File: config.mk
export PLATFORM = sky130hd
export DESIGN_NAME = text_render_ctrl
export DESIGN_NICKNAME = d
export VERILOG_FILES = /design/src/rtl/text_render_ctrl.sv
export SDC_FILE = /design/constraint.sdc
export NUM_CORES = 1
export LEC_CHECK = 0
export BUFFER_PORTS_ARGS = -buffer_cell sky130_fd_sc_hd__buf_2
export CAP_MARGIN = 20
export CORE_ASPECT_RATIO = 0.7
export CORE_UTILIZATION = 34
export DETAILED_ROUTE_END_ITERATION = 6
export PLACE_DENSITY = 0.51
export SYNTH_ARGS = -nofsm -noshare
export SYNTH_HDL_FRONTEND = slang
export SYNTH_SLANG_ARGS = --single-unit
File: constraint.sdc
create_clock -name clk -period 9 [get_ports clk]
set_clock_uncertainty 0.05 [all_clocks]
set_input_delay 0.9 -clock clk [delete_from_list [all_inputs] [get_ports clk]]
set_output_delay 0.9 -clock clk [all_outputs]
set_load 0.01 [all_outputs]
File: src/rtl/text_render_ctrl.sv
// Text renderer: fetches characters from text RAM, runs them through char_decoder
// and streams each 8x16 glyph to the framebuffer as coloured pixels, one per handshake.
module text_render_ctrl #(
   parameter int TEXT_ADDR_W = 8,
   parameter int X_W         = 9,
   parameter int Y_W         = 8,
   parameter int COLOR_W     = 3,
   parameter int COLS        = 40
) (
   input  logic                   clk,
   input  logic                   reset,
   input  logic                   start,
   input  logic [TEXT_ADDR_W-1:0] base_addr,
   input  logic [TEXT_ADDR_W-1:0] length,
   input  logic [X_W-1:0]         origin_x,
   input  logic [Y_W-1:0]         origin_y,
   input  logic [COLOR_W-1:0]     fg_color,
   input  logic [COLOR_W-1:0]     bg_color,
   output logic                   busy,
   output logic                   done,
   output logic [TEXT_ADDR_W-1:0] text_addr,
   input  logic [6:0]             text_data,
   output logic [6:0]             dec_char,
   input  logic [127:0]           dec_pixels,
   output logic                   pix_valid,
   input  logic                   pix_ready,
   output logic [X_W-1:0]         pix_x,
   output logic [Y_W-1:0]         pix_y,
   output logic [COLOR_W-1:0]     pix_color
);

   localparam int COL_W = (COLS > 1) ? $clog2(COLS) : 1;

   typedef enum logic [2:0] {
      IDLE, FETCH, LOAD, CAPTURE, DRAW, ADVANCE, DONE
   } state_t;

   state_t                 state, state_nxt;

   logic [TEXT_ADDR_W-1:0] base_q, len_q, idx, idx_inc;
   logic [X_W-1:0]         ox_q, char_x, nxt_x;
   logic [Y_W-1:0]         oy_q, line, char_y, nxt_y;
   logic [COLOR_W-1:0]     fg_q, bg_q;
   logic [COL_W-1:0]       col;
   logic [126:0]           glyph;
   logic [6:0]             p, p_nxt;
   logic                   xfer, last_px, is_nl;

   assign idx_inc = idx + TEXT_ADDR_W'(1);
   assign char_x  = ox_q + (X_W'(col) << 3);
   assign char_y  = oy_q + (line << 4);
   assign p_nxt   = p + 7'd1;
   assign nxt_x   = char_x + X_W'(p_nxt[2:0]);
   assign nxt_y   = char_y + Y_W'(p_nxt[6:3]);
   assign xfer    = (state == DRAW) && pix_ready;
   assign last_px = (p == 7'd127);
   assign is_nl   = (text_data == 7'h0A);

   assign busy      = (state != IDLE);
   assign done      = (state == DONE);
   assign pix_valid = (state == DRAW);

   always_ff @(posedge clk) begin
      if (reset) state <= IDLE;
      else       state <= state_nxt;
   end

   always_comb begin
      state_nxt = state;
      case (state)
         IDLE:    if (start) state_nxt = (length == '0) ? DONE : FETCH;
         FETCH:   state_nxt = LOAD;
         LOAD:    state_nxt = is_nl ? ADVANCE : CAPTURE;
         CAPTURE: state_nxt = DRAW;
         DRAW:    if (xfer && last_px) state_nxt = ADVANCE;
         ADVANCE: state_nxt = (idx_inc == len_q) ? DONE : FETCH;
         DONE:    state_nxt = IDLE;
         default: state_nxt = IDLE;
      endcase
   end

   // Control and output registers; text_addr is loaded on every entry to FETCH
   always_ff @(posedge clk) begin
      if (reset) begin
         text_addr <= '0;
         dec_char  <= 7'h20;
         pix_x     <= '0;
         pix_y     <= '0;
         pix_color <= '0;
         idx       <= '0;
         col       <= '0;
         line      <= '0;
         p         <= '0;
      end else begin
         case (state)
            IDLE: begin
               if (start) begin
                  idx  <= '0;
                  col  <= '0;
                  line <= '0;
                  if (length != '0) text_addr <= base_addr;
               end
            end
            LOAD: begin
               dec_char <= text_data;
               if (is_nl) begin
                  col  <= '0;
                  line <= line + Y_W'(1);
               end
            end
            CAPTURE: begin
               p         <= '0;
               pix_x     <= char_x;
               pix_y     <= char_y;
               pix_color <= dec_pixels[127] ? fg_q : bg_q;
            end
            DRAW: begin
               if (xfer) begin
                  if (last_px) begin
                     if (col == COL_W'(COLS - 1)) begin
                        col  <= '0;
                        line <= line + Y_W'(1);
                     end else begin
                        col <= col + COL_W'(1);
                     end
                  end else begin
                     p         <= p_nxt;
                     pix_x     <= nxt_x;
                     pix_y     <= nxt_y;
                     pix_color <= glyph[126] ? fg_q : bg_q;
                  end
               end
            end
            ADVANCE: begin
               idx <= idx_inc;
               if (idx_inc != len_q) text_addr <= base_q + idx_inc;
            end
            default: ;
         endcase
      end
   end

   // Job parameters and the glyph shift register; the MSB is consumed at capture
   always_ff @(posedge clk) begin
      if (state == IDLE && start) begin
         base_q <= base_addr;
         len_q  <= length;
         ox_q   <= origin_x;
         oy_q   <= origin_y;
         fg_q   <= fg_color;
         bg_q   <= bg_color;
      end
      if (state == CAPTURE) glyph <= dec_pixels[126:0];
      else if (xfer)        glyph <= glyph << 1;
   end

endmodule

==> flow_summary.yaml, run 1 <==
sta:
  drv_slew: 0
  finalSetupViolCount: 0
  tightest_slew_ps: 870
  setup-tns-final_ps: 0
  max_clock_freq_mhz: 287
  rsz0062_at_grt: "no"
  hold_viol: 0
  period_needed_ps: 3490
  fin_crit_sh_pct: 38.7
  slew_headroom_pct: 42.0
layout:
  fin_nets: 1499
  drive_above_1_share_pct: 22.2
  nFillCells: 3107
  syn_to_final_growth_pct: 21.5
  stdcell_count: 1728
  num_antenna_cells: 0
logic_synthesis:
  synth_xor_xnor_area_share_pct: 3.95
  synth_nets: 1302
  synth_top_family_by_area: "simple AND/OR/NAND/NOR gates"
  synthDistinctLibCells: 67
  yosys.area_share.adder_pct: 4.05
  ys.flop_type: "edfxtp_1"
  async_reset_ff_share_pct: 0
  ys_seq_area_share_pct: 57.8
  synth_compound_area_share_pct: 7.46
  synth_warnings: 0
  ys_ff_latch: 229
  avgSynthCellArea_um2: 9.89
  syn_inst: 1092
  yosys.area_share.simple_pct: 22.2
  synth.area.mux_share_pct: 1.73
  synth_edf_count: 166
  synth_area_mm2: 0.0108
routing:
  via_count: 8140
  firstDrtPassIters: 5
  drt_wl_total_um: 25800
  viasPerCell: 4.71
  ant_nets: 0
  post-route-drc-count: 0
  drt_iter0_drc: 512
  wire_per_inst_um: 14.9
outcome:
  status: "finished clean"
setup_path:
  r2r_slack_ps: 5960
  path_cells: "inv_2 -> or3_1 -> inv_2 -> buf_2"
  cpPeakStageDelay_ps: 610
  start_kind: "register"
  critPathCaptureType: "output pin"
  r2r-start: "state[1]"
  crit_buf_inv: 3
  slowest_stage: "or3_1"
  cp_common_cell: "inv_2"
  crit_family: "buffers and inverters"
  path_max_fanout: 23
  r2r_cells: 4
  crit_required_ps: 8050
  arrival_ps: 2540
  r2r-end: "glyph[65]"
  crit_type: "reg -> out"
grt:
  grt_pass1_wl_um: 40500
  grt_max_degree: 89
  met3_usage_pct: 3.71
  gr-total-overflow: 0
  antenna_found_initial: 1
  grt_pass1_vias: 7519
  global_route.peak_usage_layer: "met1"
  grt_util_met1_pct: 23.2
  grtUsageMet2_pct: 22.8
  gr-usage-all-layers_pct: 15.6
power_and_ir_drop:
  p_total_w: 0.00270
  peakVddDrop_v: 0.000124
  p_per_area_mw_per_mm2: 206
  leakagePower_nw: 5.57
clock_network:
  post_cts_resized: 0
  h-tree-depth: 1
  cts_root_buf: "clkbuf_16"
  hold_buffers: 0
  clk_latency_ps: 550
  clkSinkCount: 229
  cts_tree: "built"
  clk_pin_slew_worst_paths_ps: 60
  post_cts_buffers: 0
  cts_buffers: 25
  cts.path.max_buffers: 3
floorplanning:
  die_area_mm2: 0.0325
  dieHeight_um: 151
  core_area_mm2: 0.0312
  die_w_um: 215
  start_util_pct: 34.6
  rows: 54
  io_pins: 216
place:
  dp_cells: 1679
  io_buffers: 215
  gp_congestion: 0.794
  place.detailed.hpwl_um: 17300
hold_path:
  min_from: "pix_x[5]"
  worst_hold_path.endpoint: "pix_x[5]"
  hold_depth: 2
  hold_class: "reg -> reg"
run:
  cap_violations: 0
## per-stage QoR
stage,hold WS (ps),utilization (%),worst slack [ps],instance area [um^2]
after floorplan,399,-,4560,10800
after global placement,395,39.2,5650,12200
after detailed placement,396,39.2,5620,12200
after CTS,404,41.9,5460,13100
after global routing,437,42.0,5270,13100
final,400,42.0,5510,13100
## cell usage after synthesis, types with 4 or more instances
cell type | instances | share of area, %
nand2_1 | 435 | 15
edfxtp_1 | 166 | 46
dfxtp_1 | 63 | 12
nor2_1 | 56 | 1.9
a21oi_1 | 50 | 2.3
clkbuf_1 | 33 | 1.1
ha_1 | 27 | 3.1
xnor2_1 | 23 | 1.9
nand3_1 | 20 | 0.93
xor2_1 | 18 | 1.5
o21ai_0 | 17 | 0.79
inv_1 | 16 | 0.56
a211oi_1 | 13 | 0.90
buf_2 | 13 | 0.60
mux2i_1 | 13 | 1.2
nor3_1 | 8 | 0.37
a21o_1 | 7 | 0.49
or3_1 | 7 | 0.41
buf_1 | 6 | 0.21
nor4_1 | 6 | 0.35
a311oi_1 | 5 | 0.41
and4_1 | 5 | 0.41
fa_1 | 5 | 0.93
mux2_2 | 5 | 0.52
nor2b_1 | 5 | 0.29
and3_1 | 4 | 0.23
o211ai_1 | 4 | 0.28
## routing by layer
layer	vias to the layer above	part of all wire, %
met5	-	0.050
li1	4130	-
met3	26	5.5
met2	159	43
met1	3823	50
met4	2	1.6
## cells by family after synthesis
| kind of cell | after synthesis |
|---|---|
| buffers and inverters | 73 |
| multiplexers | 18 |
| AO/OA/AOI/OAI | 121 |
| AND/OR/NAND/NOR | 575 |
| flip-flops | 229 |
| XOR/XNOR | 44 |
| adder cells (fa/ha/maj) | 32 |
## where the power goes
| group | total [W] | leakage (nW) | internal [W] | switching [W] |
|---|---|---|---|---|
| clock network | 0.00104 | 0.401 | 0.000598 | 0.000442 |
| registers | 0.00128 | 2.03 | 0.00124 | 0.0000394 |
| logic | 0.000381 | 3.14 | 0.000147 | 0.000234 |
| total | 0.00270 | 5.57 | 0.00199 | 0.000716 |
## final cells by class
| type | count | area [um^2] | share of cell area (%) |
|---|---|---|---|
| Sequential cell | 229 | 6250 | 47.6 |
| Multi-Input combinational cell | 790 | 4280 | 32.7 |
| Timing Repair Buffer | 224 | 1160 | 8.87 |
| Clock inverter | 15 | 153 | 1.16 |
| Clock buffer | 31 | 678 | 5.17 |
| Inverter | 19 | 71.3 | 0.544 |
| Tap cell | 420 | 526 | 4.00 |
## how the worst max path moves through the flow
stage,start,endpoint,slack [ps],depth (start not counted)
2_1_floorplan,state[2],glyph[0],4560,6
3_3_place_gp,pix_ready,glyph[51],5650,4
3_5_place_dp,state[1],glyph[51],5620,3
4_1_cts,state[2],pix_valid,5460,4
5_1_grt,state[2],pix_valid,5270,4
6_report,state[2],pix_valid,5510,4
## tightest hold or removal path, cell delays in order (launching register included)
cell     delay (ps)
dfxtp_1         310
nand2_1          50
a21oi_1          50
## cells in the final DEF (no fill, tap or decap), types with 18 or more instances in the layout
cell type  count
edfxtp_1     166
a21oi_1       50
nand3_1       19
ha_1          27
nand2_1      434
xnor2_1       23
dfxtp_1       63
clkbuf_16     25
nor2_1        56
buf_2        215
xor2_1        18
## state kept, by name (all words and copies together) (netlist names), 4 cells and up
signal / count
base_q: 8
col: 6
dec_char: 7
glyph: 127
idx: 8
len_q: 8
line: 4
ox_q: 9
oy_q: 8
p: 7
pix_x: 9
pix_y: 8
text_addr: 8
Power figures use the tool's default switching activity.
==> inputs of run 2 (changes only) <==
Settings changed: PLACE_DENSITY 0.51 to 0.53.
Clock period 9 ns to 3.2 ns, I/O delays scaled along.
==> run 2 against run 1 <==
Sequential power grew to 2.8 times the previous value; routed wire length is 8.3% higher; total power grew to 2.8 times the previous value; non-clock buffer count is 165 higher; via count is 7.3% higher; setup slack worse by 5100 ps; sequential share of layout area is 5.1 points lower; final cell count is 9.5% higher; die area stayed put; core utilization is 5.1 points higher; combinational power grew to 3.3 times the previous value; critical path type unchanged.
==> flow_summary.yaml, run 2 (synthesis gave the netlist of run 1 again) <==
grt:
  gr-total-overflow: 0
  gr-usage-all-layers_pct: 16.6
  antenna_found_initial: 0
  grt_pass1_wl_um: 43200
  grt_pass1_vias: 8381
  grt_max_degree: 128
sta:
  setup_slack_ps: 404
  rsz0062_at_grt: "no"
  tightest_slew_ps: 926
  hold_viol: 0
  finalSetupViolCount: 0
  max_clock_freq_mhz: 358
  period_needed_ps: 2800
  drv_slew: 0
  fin_crit_sh_pct: 87.4
  setup-tns-final_ps: 0
  slew_headroom_pct: 38.3
layout:
  top_register: "glyph"
  num_antenna_cells: 0
  drive_above_1_share_pct: 19.6
  utilization_pct: 47.1
  top_regs: "glyph x127, ox_q x9, pix_x x9"
  syn_to_final_growth_pct: 36.2
  fin_nets: 1664
  stdcell_count: 1893
  final_common_cell: "nand2_1"
  largest_reg_flops: 127
  layout_common_cells: "434 x nand2_1, 215 x buf_2, 166 x edfxtp_1"
power_and_ir_drop:
  p_total_w: 0.00765
  switchingPower_w: 0.00200
  peakVddDrop_v: 0.000340
  p_per_area_mw_per_mm2: 520
  switching_share_pct: 26.2
  pwr-share-seq_pct: 47.2
  power_frac_comb_pct: 16.3
  leakagePower_nw: 6.24
  clkPwrFrac_pct: 36.5
  internal_power_w: 0.00565
clock_network:
  cts_tree: "built"
  post_cts_buffers: 0
  clkSinkCount: 229
  h-tree-depth: 1
  cts.path.max_buffers: 3
  cts_buffers: 25
  post_cts_resized: 0
  clk_latency_ps: 540
  cts_root_buf: "clkbuf_16"
  clk_pin_slew_worst_paths_ps: 70
floorplanning:
  io_pins: 216
  die_w_um: 215
  rows: 54
  core_area_mm2: 0.0312
  dieHeight_um: 151
  die_area_mm2: 0.0325
  start_util_pct: 34.6
setup_path:
  r2r-start: "idx[0]"
  slowest_stage: "dfxtp_1"
  r2r_cells: 10
  r2r-end: "text_addr[7]"
  crit_type: "reg -> out"
  crit_family: "buffers and inverters"
  cpPeakStageDelay_ps: 520
  r2r_slack_ps: 430
  start_kind: "register"
  crit_buf_inv: 5
  path_cells: "inv_2 -> or3_1 -> buf_4 -> inv_2 -> buf_4 -> buf_2"
  crit_required_ps: 2830
  critPathCaptureType: "output pin"
  arrival_ps: 2430
  path_max_fanout: 16
hold_path:
  worst_hold_path.endpoint: "glyph[67]"
  hold_depth: 3
  hold_class: "in -> reg"
  min_from: "dec_pixels[67]"
routing:
  wire_per_inst_um: 14.8
  drt_wl_total_um: 28000
  ant_nets: 0
  drt_iter0_drc: 482
  firstDrtPassIters: 5
  post-route-drc-count: 0
  viasPerCell: 4.61
  via_count: 8736
place:
  place.detailed.hpwl_um: 17700
  dp_cells: 1688
  io_buffers: 215
  gp_congestion: 0.793
  pre_cts_slack_ps: 459
outcome:
  status: "finished clean"
run:
  cap_violations: 0
[run 2: changes by cell type in the layout (fill, tap and decap cells not counted), moves of 2 or more]
| cell | delta |
|---|---|
| clkbuf_8 | -3 |
| clkinv_1 | +2 |
| buf_12 | +2 |
| buf_4 | +5 |
| clkbuf_1 | +6 |
| clkinvlp_4 | -4 |
| dlygate4sd3_1 | +159 |
[run 2: cell type report]
| class | count | area [um^2] |
|---|---|---|
| fillers | 2982 | 16500 |
| flip-flops and latches | 229 | 6250 |
| multi-input cells | 790 | 4290 |
| repair buffers | 389 | 2810 |
| clock buffers | 34 | 659 |
| well taps | 420 | 526 |
| clock inverters | 12 | 110 |
| inverters | 19 | 71.3 |
[run 2: worst max path at each step]
stage	start	end	slack, ps	cells after the start
2_1_floorplan	state[2]	glyph[0]	40	6
3_3_place_gp	idx[0]	text_addr[7]	530	10
3_5_place_dp	idx[0]	text_addr[7]	460	10
4_1_cts	state[2]	pix_valid	360	6
5_1_grt	idx[0]	text_addr[7]	120	10
6_report	state[2]	pix_valid	400	6
[run 2: metrics by stage]
stage | hold WS (ps) | cell area [um^2]
floorplan | 369 | 10800
global placement | 397 | 12300
detailed placement | 396 | 12300
CTS | 0.716 | 14700
global route | 21.2 | 14700
finish | 26.8 | 14700
[run 2: per-layer routing]
metal | track usage [%] | part of all wire, % | vias up
li1 | - | - | 4459
met5 | 0 | 0 | -
met2 | 25.0 | 44 | 197
met4 | 4.89 | 2.5 | 0
met1 | 23.9 | 49 | 4044
met3 | 3.55 | 4.9 | 36
[run 2: what timing repair did]
action	CTS	global route
hold endpoints to repair	159	0
hold buffers	159	0
endpoints found under the setup margin	0	0
[run 2: worst min-delay path, delay by kind of cell]
family	cells	cell delay, ps
buffers and inverters	1	80
AND/OR/NAND/NOR	2	90
[run 2: power groups by stage]
stage	Clock [W]	Sequential (W)	Combinational [W]
final	0.00279	0.00361	0.00125
after global routing	0.00301	0.00363	0.00140
after CTS	0.00291	0.00361	0.00127
after detailed placement	0	0.00367	0.00111
after global placement	0	0.00367	0.00110
after floorplan	0	0.00366	0.000701
==> inputs of run 3 (changes only) <==
Settings changed: BUFFER_PORTS_ARGS -buffer_cell sky130_fd_sc_hd__buf_2 to -buffer_cell sky130_fd_sc_hd__buf_4.
==> run 3 against run 2 <==
Critical path depth increased by 4; hold slack worse by 0.90 ps; die area unchanged; final cell count down 0.85%; setup slack better by 66 ps; routed wire length up 0.39%; sequential cell count is the same; total power grew 2.9%.
==> flow_summary.yaml, run 3 (synthesis gave the netlist of run 1 again) <==
power_and_ir_drop:
  p_per_area_mw_per_mm2: 519
  leakagePower_nw: 6.36
  peakVddDrop_v: 0.000364
layout:
  multi_input_area_mm2: 0.00429
  top_register: "glyph"
  drive_above_1_share_pct: 20.0
  nFillCells: 2939
  largest_reg_flops: 127
  num_antenna_cells: 0
  regArea_mm2: 0.00625
  fin_nets: 1649
  stdcell_count: 1877
  final_common_cell: "nand2_1"
  layout_common_cells: "434 x nand2_1, 228 x buf_4, 166 x edfxtp_1"
  top_regs: "glyph x127, ox_q x9, pix_x x9"
  syn_to_final_growth_pct: 40.5
place:
  gp_congestion: 0.813
  pre_cts_slack_ps: 465
  dp_cells: 1689
  place.detailed.hpwl_um: 18100
  io_buffers: 215
floorplanning:
  die_w_um: 215
  die_area_mm2: 0.0325
  core_area_mm2: 0.0312
  start_util_pct: 34.6
  rows: 54
  io_pins: 216
  dieHeight_um: 151
sta:
  setup-tns-final_ps: 0
  period_needed_ps: 2730
  hold_viol: 0
  slew_headroom_pct: 57.3
  rsz0062_at_grt: "no"
  drv_slew: 0
  finalSetupViolCount: 0
  setup_slack_ps: 470
  fin_crit_sh_pct: 85.3
  max_clock_freq_mhz: 366
  tightest_slew_ps: 641
routing:
  drt_iter0_drc: 458
  wire_per_inst_um: 15.0
  drt_wl_total_um: 28100
  via_count: 8703
  ant_nets: 0
  viasPerCell: 4.64
  firstDrtPassIters: 5
  post-route-drc-count: 0
clock_network:
  h-tree-depth: 1
  cts_buffers: 25
  cts_tree: "built"
  cts_root_buf: "clkbuf_16"
  clk_latency_ps: 520
  post_cts_buffers: 0
  clkSinkCount: 229
  clk_pin_slew_worst_paths_ps: 60
  cts.path.max_buffers: 3
  post_cts_resized: 0
setup_path:
  cpPeakStageDelay_ps: 470
  crit_required_ps: 3600
  path_max_fanout: 9
  path_cells: "ha_1 -> nand3_1 -> xnor2_1 -> ha_1 -> nand3_1 -> o2111ai_1 -> o31ai_1 -> xnor2_1 -> a211o_1 -> mux2i_1"
  critPathCaptureType: "register"
  crit_type: "reg -> reg"
  slowest_stage: "dfxtp_1"
  start_kind: "register"
  arrival_ps: 3130
grt:
  grt_max_degree: 128
  gr-usage-all-layers_pct: 16.8
  gr-total-overflow: 0
  antenna_found_initial: 0
  grt_pass1_vias: 8390
  grt_pass1_wl_um: 43800
hold_path:
  hold_class: "in -> reg"
run:
  cap_violations: 0
outcome:
  status: "finished clean"
[run 3: cell types whose count changed in the layout (fill, tap and decap cells not counted), sizes merged]
cell	previous run	this run
buf	230	231
bufinv	2	1
clkbuf	34	42
clkinv	10	3
dlygate4sd3	159	143
inv	18	17
[run 3: what timing repair did]
| item | 4_1_cts | 5_1_grt |
|---|---|---|
| endpoints found under the setup margin | 0 | 0 |
| endpoints found under the hold margin | 147 | 0 |
| hold buffers | 143 | 0 |
[run 3: critical path, delay by kind of cell, from the launching register on]
family | cells | cell delay (ps)
and+or+nand+nor | 2 | 310
xor gates and xnor gates | 2 | 310
muxes | 1 | 120
adders and majority gates | 2 | 610
DFF | 1 | 470
AOI/OAI and AO/OA | 3 | 780
[run 3: metal layers]
| metal | track usage (%) | up-vias | wire, um |
|---|---|---|---|
| li1 | - | 4426 | - |
| met1 | 23.7 | 4079 | 13500 |
| met2 | 26.3 | 168 | 12700 |
| met3 | 3.73 | 30 | 1360 |
| met4 | 3.83 | 0 | 490 |
| met5 | 0 | - | 0 |
[run 3: path summary, 6_finish.rpt]
path,startpoint,cells past startpoint,end,slack (ps)
worst min register to register,pix_y[2],2,pix_y[2],400
worst max register to register,idx[0],10,text_addr[7],470
worst min-delay path,dec_pixels[81],3,glyph[81],30
worst max-delay path,idx[0],10,text_addr[7],470
[run 3: report_power, final]
part | total, W | switching, W | internal [W]
Clock | 0.00293 | 0.00118 | 0.00175
Sequential | 0.00361 | 0.000118 | 0.00350
Combinational | 0.00133 | 0.000702 | 0.000625
Total | 0.00787 | 0.00200 | 0.00588
[run 3: cell type report]
class	count	share of cell area [%]
Tap cell	420	3.46
Timing Repair Buffer	374	21.1
Inverter	19	0.470
Clock buffer	42	5.21
Sequential cell	229	41.2
Multi-Input combinational cell	790	28.3
Clock inverter	3	0.280
[run 3: stage by stage]
| step | instance area, um^2 | util (%) | total power, W | hold slack [ps] |
|---|---|---|---|---|
| floorplan | 10800 | - | 0.00436 | 369 |
| global placement | 12900 | 41.3 | 0.00486 | 395 |
| detailed placement | 12900 | 41.3 | 0.00488 | 399 |
| CTS | 15200 | 48.6 | 0.00800 | 1.67 |
| global route | 15200 | 48.6 | 0.00826 | 10.8 |
| finish | 15200 | 48.6 | 0.00787 | 25.9 |
